$ cat config.mk
export PLATFORM = sky130hd
export DESIGN_NAME = fc_act_loader
export DESIGN_NICKNAME = d
export VERILOG_FILES = /design/src/rtl/fc_act_loader.sv
export SDC_FILE = /design/constraint.sdc
export NUM_CORES = 1
export LEC_CHECK = 0
export BUFFER_PORTS_ARGS = -buffer_cell sky130_fd_sc_hd__buf_2
export CORE_MARGIN = 4
export CORE_UTILIZATION = 36
export DETAILED_ROUTE_END_ITERATION = 8
export PLACE_DENSITY = 0.58
export REMOVE_ABC_BUFFERS = 1
export SLEW_MARGIN = 20
export SYNTH_ARGS = -nofsm -noshare
export SYNTH_HDL_FRONTEND = slang
export SYNTH_SLANG_ARGS = --single-unit
export TNS_END_PERCENT = 100
$ cat constraint.sdc
create_clock -name clk -period 3.9 [get_ports clk]
set_clock_uncertainty 0.05 [all_clocks]
set_input_delay 0.585 -clock clk [delete_from_list [all_inputs] [get_ports clk]]
set_output_delay 0.585 -clock clk [all_outputs]
set_load 0.01 [all_outputs]
$ cat src/rtl/fc_act_loader.sv
// fc_act_loader: packs an activation stream into a frozen vector for a
// combinational FC layer, waits out its settle window, then holds the result.
module fc_act_loader #(
  parameter int WIDTH  = 8,
  parameter int IN     = 84,
  parameter int ZW     = 22,
  parameter int SETTLE = 2
) (
  input  logic             clk,
  input  logic             rst_n,
  input  logic             s_valid,
  output logic             s_ready,
  input  logic [WIDTH-1:0] s_data,
  input  logic             s_last,
  output logic [WIDTH-1:0] x [0:IN-1],
  input  logic [ZW-1:0]    layer_z,
  output logic             m_valid,
  input  logic             m_ready,
  output logic [ZW-1:0]    m_data,
  output logic             err_len
);
  localparam int IW = (IN > 1) ? $clog2(IN) : 1;
  localparam int CW = $clog2(SETTLE + 1);
  localparam logic [IW-1:0] LAST_IDX = IW'(IN - 1);
  localparam logic [CW-1:0] CNT_INIT = CW'(SETTLE);

  typedef enum logic [1:0] {
    LOAD,
    SETL,
    OUT
  } state_t;

  state_t           state_q;
  logic [IW-1:0]    idx_q;
  logic [IW-1:0]    idx_d;
  logic [CW-1:0]    cnt_q;
  logic [WIDTH-1:0] x_q [IN];
  logic [ZW-1:0]    data_q;
  logic             valid_q;
  logic             err_q;
  logic             s_fire;
  logic             at_end;
  logic             frame_end;
  logic             len_bad;

  assign s_ready   = rst_n && (state_q == LOAD);
  assign s_fire    = s_valid && s_ready;
  assign at_end    = (idx_q == LAST_IDX);
  assign frame_end = s_fire && (s_last || at_end);
  // A frame is well formed only when s_last lands on the final slot.
  assign len_bad   = frame_end && (s_last != at_end);
  assign idx_d     = frame_end ? '0 : idx_q + IW'(1);

  always_ff @(posedge clk or negedge rst_n) begin
    if (!rst_n) begin
      state_q <= LOAD;
      idx_q   <= '0;
      cnt_q   <= '0;
      data_q  <= '0;
      valid_q <= 1'b0;
      err_q   <= 1'b0;
      for (int i = 0; i < IN; i++) x_q[i] <= '0;
    end else begin
      if (len_bad) err_q <= 1'b1;
      unique case (state_q)
        LOAD: begin
          if (s_fire) begin
            x_q[idx_q] <= s_data;
            idx_q      <= idx_d;
            if (frame_end) begin
              state_q <= SETL;
              cnt_q   <= CNT_INIT;
            end
          end
        end
        SETL: begin
          cnt_q <= cnt_q - CW'(1);
          if (cnt_q == CW'(1)) begin
            data_q  <= layer_z;
            valid_q <= 1'b1;
            state_q <= OUT;
          end
        end
        OUT: begin
          if (m_ready) begin
            valid_q <= 1'b0;
            idx_q   <= '0;
            state_q <= LOAD;
            for (int i = 0; i < IN; i++) x_q[i] <= '0;
          end
        end
        default: state_q <= LOAD;
      endcase
    end
  end

  assign x       = x_q;
  assign m_valid = valid_q;
  assign m_data  = data_q;
  assign err_len = err_q;

endmodule

# Yosys cells after proc, flatten, opt, wreduce, memory -nomap -nowiden

Cells that the tools add are included.
Widths: inputs -> output; s select.

Flip-flop bits (word level): 707
Word-level logic and storage cells: 140

Add/sub/neg operators: 2
$lt $le $gt $ge: 2
Eq/ne operators: 9
Mux-type cells: 21
Bitwise operators: 1
Reduce and logical (&&, ||, !) cells: 15

Operators by type and width:

| operator            | number |
|---|---|
| $mux 672            | 2 |
| $pmux 672 s2        | 1 |
| $bwmux 672          | 1 |
| $demux 8 s7         | 1 |
| $mux 7              | 3 |
| $pmux 7 s2          | 1 |
| $mux 2              | 6 |
| $reduce_and 3->1    | 3 |
| $ge 8x8->1 const B  | 1 |
| $lt 8x1->1 const B  | 1 |
| $mux 8              | 1 |
| $ne 2x2->1 const B  | 4 |
| $not 7->8           | 1 |
| $add 7x1->7 const B | 1 |
| $eq 7x7->1 const B  | 1 |
| $pmux 2 s3          | 1 |
| $reduce_bool 2->1   | 3 |
| $logic_and 1x1->1   | 5 |
| $eq 2x1->1 const B  | 2 |
| $pmux 2 s2          | 1 |
| $reduce_and 4->1    | 1 |
| $eq 2x2->1 const B  | 1 |
| $logic_not 2->1     | 1 |
| $mux 1              | 2 |
| other kinds (5)     | 5 |

# Longest topological paths before layout

Depth after elaboration: 8
Mapped depth: 9

# Least setup slack after synthesis

Ideal clock, no wire load.

Kind: flip-flop to flip-flop
Start: register idx_q[6]
End: register idx_q[3]
Arrival time: 2.310 ns
Required time: 3.705 ns
Setup slack: 1.396 ns
Stages on the path, launching flop included: 10
Buffers on the path: 3
Cell sequence: dfrtp_1 buf_2 nor4bb_1 clkbuf_1 buf_4 nand2_1 ha_1 or4bb_1 a21oi_1 a2111oi_0

Longest elaborated chain between the ends: 6

Ends and longest elaborated chain:

| element                  | line | source |
|---|---|---|
| start: declaration       | 34   | `logic [IW-1:0] idx_q;` |
| start signal: assignment | 69   | `idx_q <= idx_d;` |
| $eq 7x7->1               | 48   | `assign at_end = (idx_q == LAST_IDX);` |
| $logic_or 1x1->1         | 49   | `assign frame_end = s_fire && (s_last \|\| at_end);` |
| $logic_and 1x1->1        | 49   |  |
| $mux 7                   | 52   | `assign idx_d = frame_end ? '0 : idx_q + IW'(1);` |
| $mux 7                   | 67   | `if (s_fire) begin` |
| $pmux 7 s2               | 65   | `unique case (state_q)` |

Every way passes these cells. The select of a mux whose other input is x is not followed.
A chain may end at the register's enable or synchronous reset.

# Worst setup path in the final report

Start: register idx_q[4]
End: register idx_q[3]

The elaborated chain is that of the path after synthesis.

==> run metrics <==
CTS resizes=0; average wire per standard cell=25.7 µm; Yosys warning total=0; Mapped Cells=2538; FF-to-FF path depth=6; global-route wire length before repair=167 mm; post-synthesis async set-or-reset flop share=100%; # rows=106; Vias=23800; P&R area growth vs syn=25.6%; clk sink count=707; initial antenna violation count=2; placed cells=4238; Sw Share=29.8%; RSZ-0062 raised after global routing=false; gpl congestion=0.800; fin cells=4378; final setup TNS=0 ns; Least-Margin Pin Slew=0.935 ns; hold path cells=2; Initial Util=36.4%; Tcrit/Tclk final=74.4%; CTS tree=yes; total of max-cap violations=0; Die H=299 µm; dpl hpwl=76.1 mm; vias in the first global route=24000; core box area=83700 µm²; DRT Pass-1 Iters=5; CTS Buf Count=82; Worst slew margin=37.4%; RR Startpoint=idx_q[4]$_DFFE_PN0P_; CP Class=register to register; die area=89300 µm²; Final Max Tran Viols=0; CTS clk-pin slew, worst paths=0.06 ns; GR Overflow Total=0; clock share of power=40.6%; synthesized area=30400 µm²; final net count=3227; PortBufs=731; final instance area=38200 µm²; WP data arrival=3.31 ns; Routed WL=113 mm; DRC violations left=0; root buf cell=clkbuf_16; Req. time, crit path=4.31 ns; Power per Cell Area=497 nW/µm²; gr usage total=24.5%; CTS H-tree depth=3; Gate power share=17.3%; smallest hold slack=0.142 ns; Yosys reg bits=707; Switch Pwr=0.00566 W; setup repair bufs after CTS=0; final hold viol count=0; Flop pwr share=42.2%; fillcell total=7824; setup violators final=0; CP startpoint kind=register; CP Capture Type=register; Hold Path Class=primary input to register; drt initial violations=1853; register area share after synthesis=58.1%; Internal Power=0.0133 W; clk_lat worst skew=0.61 ns; vias per cell=5.43; Fmax=345 MHz; status=completed; Unique masters post-synth=57; top_reg_cell synth=dfrtp_1; Max IR drop VDD=0.352 mV; WHS Endpoint=m_data[3]$_DFFE_PN0P_; Placement Cell Area=35600 µm²; Post-DRT Antenna Nets=0; share of post-route cells with drive strength above 1=32.9%; Max clock buf depth=3; Post-synth EDFFs=0; largest net degree at the start of global routing=144; Mean Syn Cell Area=12.0 µm²; # hold bufs at CTS=1; CP Max Fanout=21; worst r2r dst=idx_q[3]$_DFFE_PN0P_; Ports=732; Worst R2R Setup Slack=1.00 ns; Die Wd=299 µm; Leak Pwr=20.6 nW; Hold Startpoint=layer_z[3]; fin crit period=2.90 ns
[power groups by stage]
stage          clock, W  sequential (W)  combinational, W
2_1_floorplan         0         0.00833           0.00157
3_5_place_dp          0         0.00813           0.00332
3_3_place_gp          0         0.00812           0.00329
5_1_grt         0.00819         0.00806           0.00355
4_1_cts         0.00788         0.00800           0.00334
6_report        0.00771         0.00801           0.00328
[worst max-delay path, stage by stage (launching register included)]
cell and delay [ns]:
dfrtp_1 0.89, nor4bb_4 0.36, nand2_1 0.14, ha_1 0.27
or4bb_1 0.48, a21oi_1 0.42, a2111oi_0 0.13
[stage by stage]
| step | total power [W] | util (%) | setup slack, ns |
|---|---|---|---|
| after floorplan | 0.00990 | - | -11.68 |
| final | 0.0190 | 45.7 | 1.00 |
| after global placement | 0.0114 | 42.5 | 0.952 |
| after detailed placement | 0.0115 | 42.5 | 0.994 |
| after CTS | 0.0192 | 45.7 | 1.02 |
| after global routing | 0.0198 | 45.7 | 0.795 |
[worst max-delay path by stage]
| stage | depth (start not counted) | from | end |
|---|---|---|---|
| 2_1_floorplan | 2 | m_ready | x[109]$_DFFE_PN0P_ |
| 3_3_place_gp | 5 | idx_q[6]$_DFFE_PN0P_ | x[53]$_DFFE_PN0P_ |
| 3_5_place_dp | 5 | idx_q[6]$_DFFE_PN0P_ | x[53]$_DFFE_PN0P_ |
| 4_1_cts | 5 | idx_q[6]$_DFFE_PN0P_ | x[53]$_DFFE_PN0P_ |
| 5_1_grt | 5 | idx_q[6]$_DFFE_PN0P_ | x[53]$_DFFE_PN0P_ |
| 6_report | 6 | idx_q[4]$_DFFE_PN0P_ | idx_q[3]$_DFFE_PN0P_ |
[metal layers]
layer / share of wire, % / track usage (%) / vias up
met2: 48 / 39.8 / 864
li1: - / - / 10400
met4: 4.0 / 9.73 / 0
met5: 0 / 0 / -
met3: 7.2 / 5.88 / 180
met1: 41 / 31.8 / 12300
[kinds of logic (layout without fill, tap and decap cells)]
family | count (synthesis) | in the layout | synth area share (%)
AO/OA/AOI/OAI | 382 | 382 | 11.7
multiplexers | 478 | 478 | 15.8
flip-flops | 707 | 707 | 58.1
buffers and inverters | 252 | 956 | 3.51
other | 0 | 2 | 0
adder cells (fa/ha/maj) | 3 | 3 | 0.123
AND/OR/NAND/NOR | 716 | 716 | 10.8
[cell type report]
| type | instances | area (µm²) | share of cell area [%] |
|---|---|---|---|
| diodes | 2 | 5.00 | 0.0131 |
| clock buffers | 114 | 2370 | 6.21 |
| clock inverters | 23 | 307 | 0.801 |
| inverters | 6 | 22.5 | 0.0589 |
| multi-input cells | 1579 | 11900 | 31.1 |
| flip-flops and latches | 707 | 17700 | 46.3 |
| well taps | 1134 | 1420 | 3.71 |
| repair buffers | 813 | 4540 | 11.9 |
[registers in the layout, indices dropped and copies added, names as in the netlist]
register,cells
x,672
m_data,22
idx_q,7
cnt_q,2
state_q,2
err_len,1
m_valid,1
[layout by cell type, fill, tap and decap left out, types with 6 or more instances in the layout]
cell type    n
dfrtp_1    707
clkbuf_8    18
buf_2      730
nand2_1    531
o211ai_1   145
o21ai_0      9
mux2_2      22
mux2i_1    456
clkbuf_1    13
buf_12      20
o22ai_1     45
clkbuf_16   83
nand4bb_1    6
nand4_1      6
buf_4       61
a211oi_4    23
and3_1      15
nand2_4      6
o211ai_2    50
a32o_1      94
nand3_1     91
nor3_1       6
inv_1        6
clkinv_2    11
[Yosys cell counts (all sizes together), types with 7 or more instances]
master   count  area [µm²]
clkbuf     174         654
mux2        22         248
nand2      538        2020
a32o        94         941
nand4bb      7        78.8
mux2i      456        4560
dfrtp      707       17700
nor4b        8         136
o21ai        9        45.0
buf         72         392
or4b         7        77.6
a211oi      27         495
nor4bb       8        80.1
o211ai     195        1710
o22ai       45         282
and3        15        93.8
nand3       93         470
Note: power is estimated with default switching activity, not from simulation.
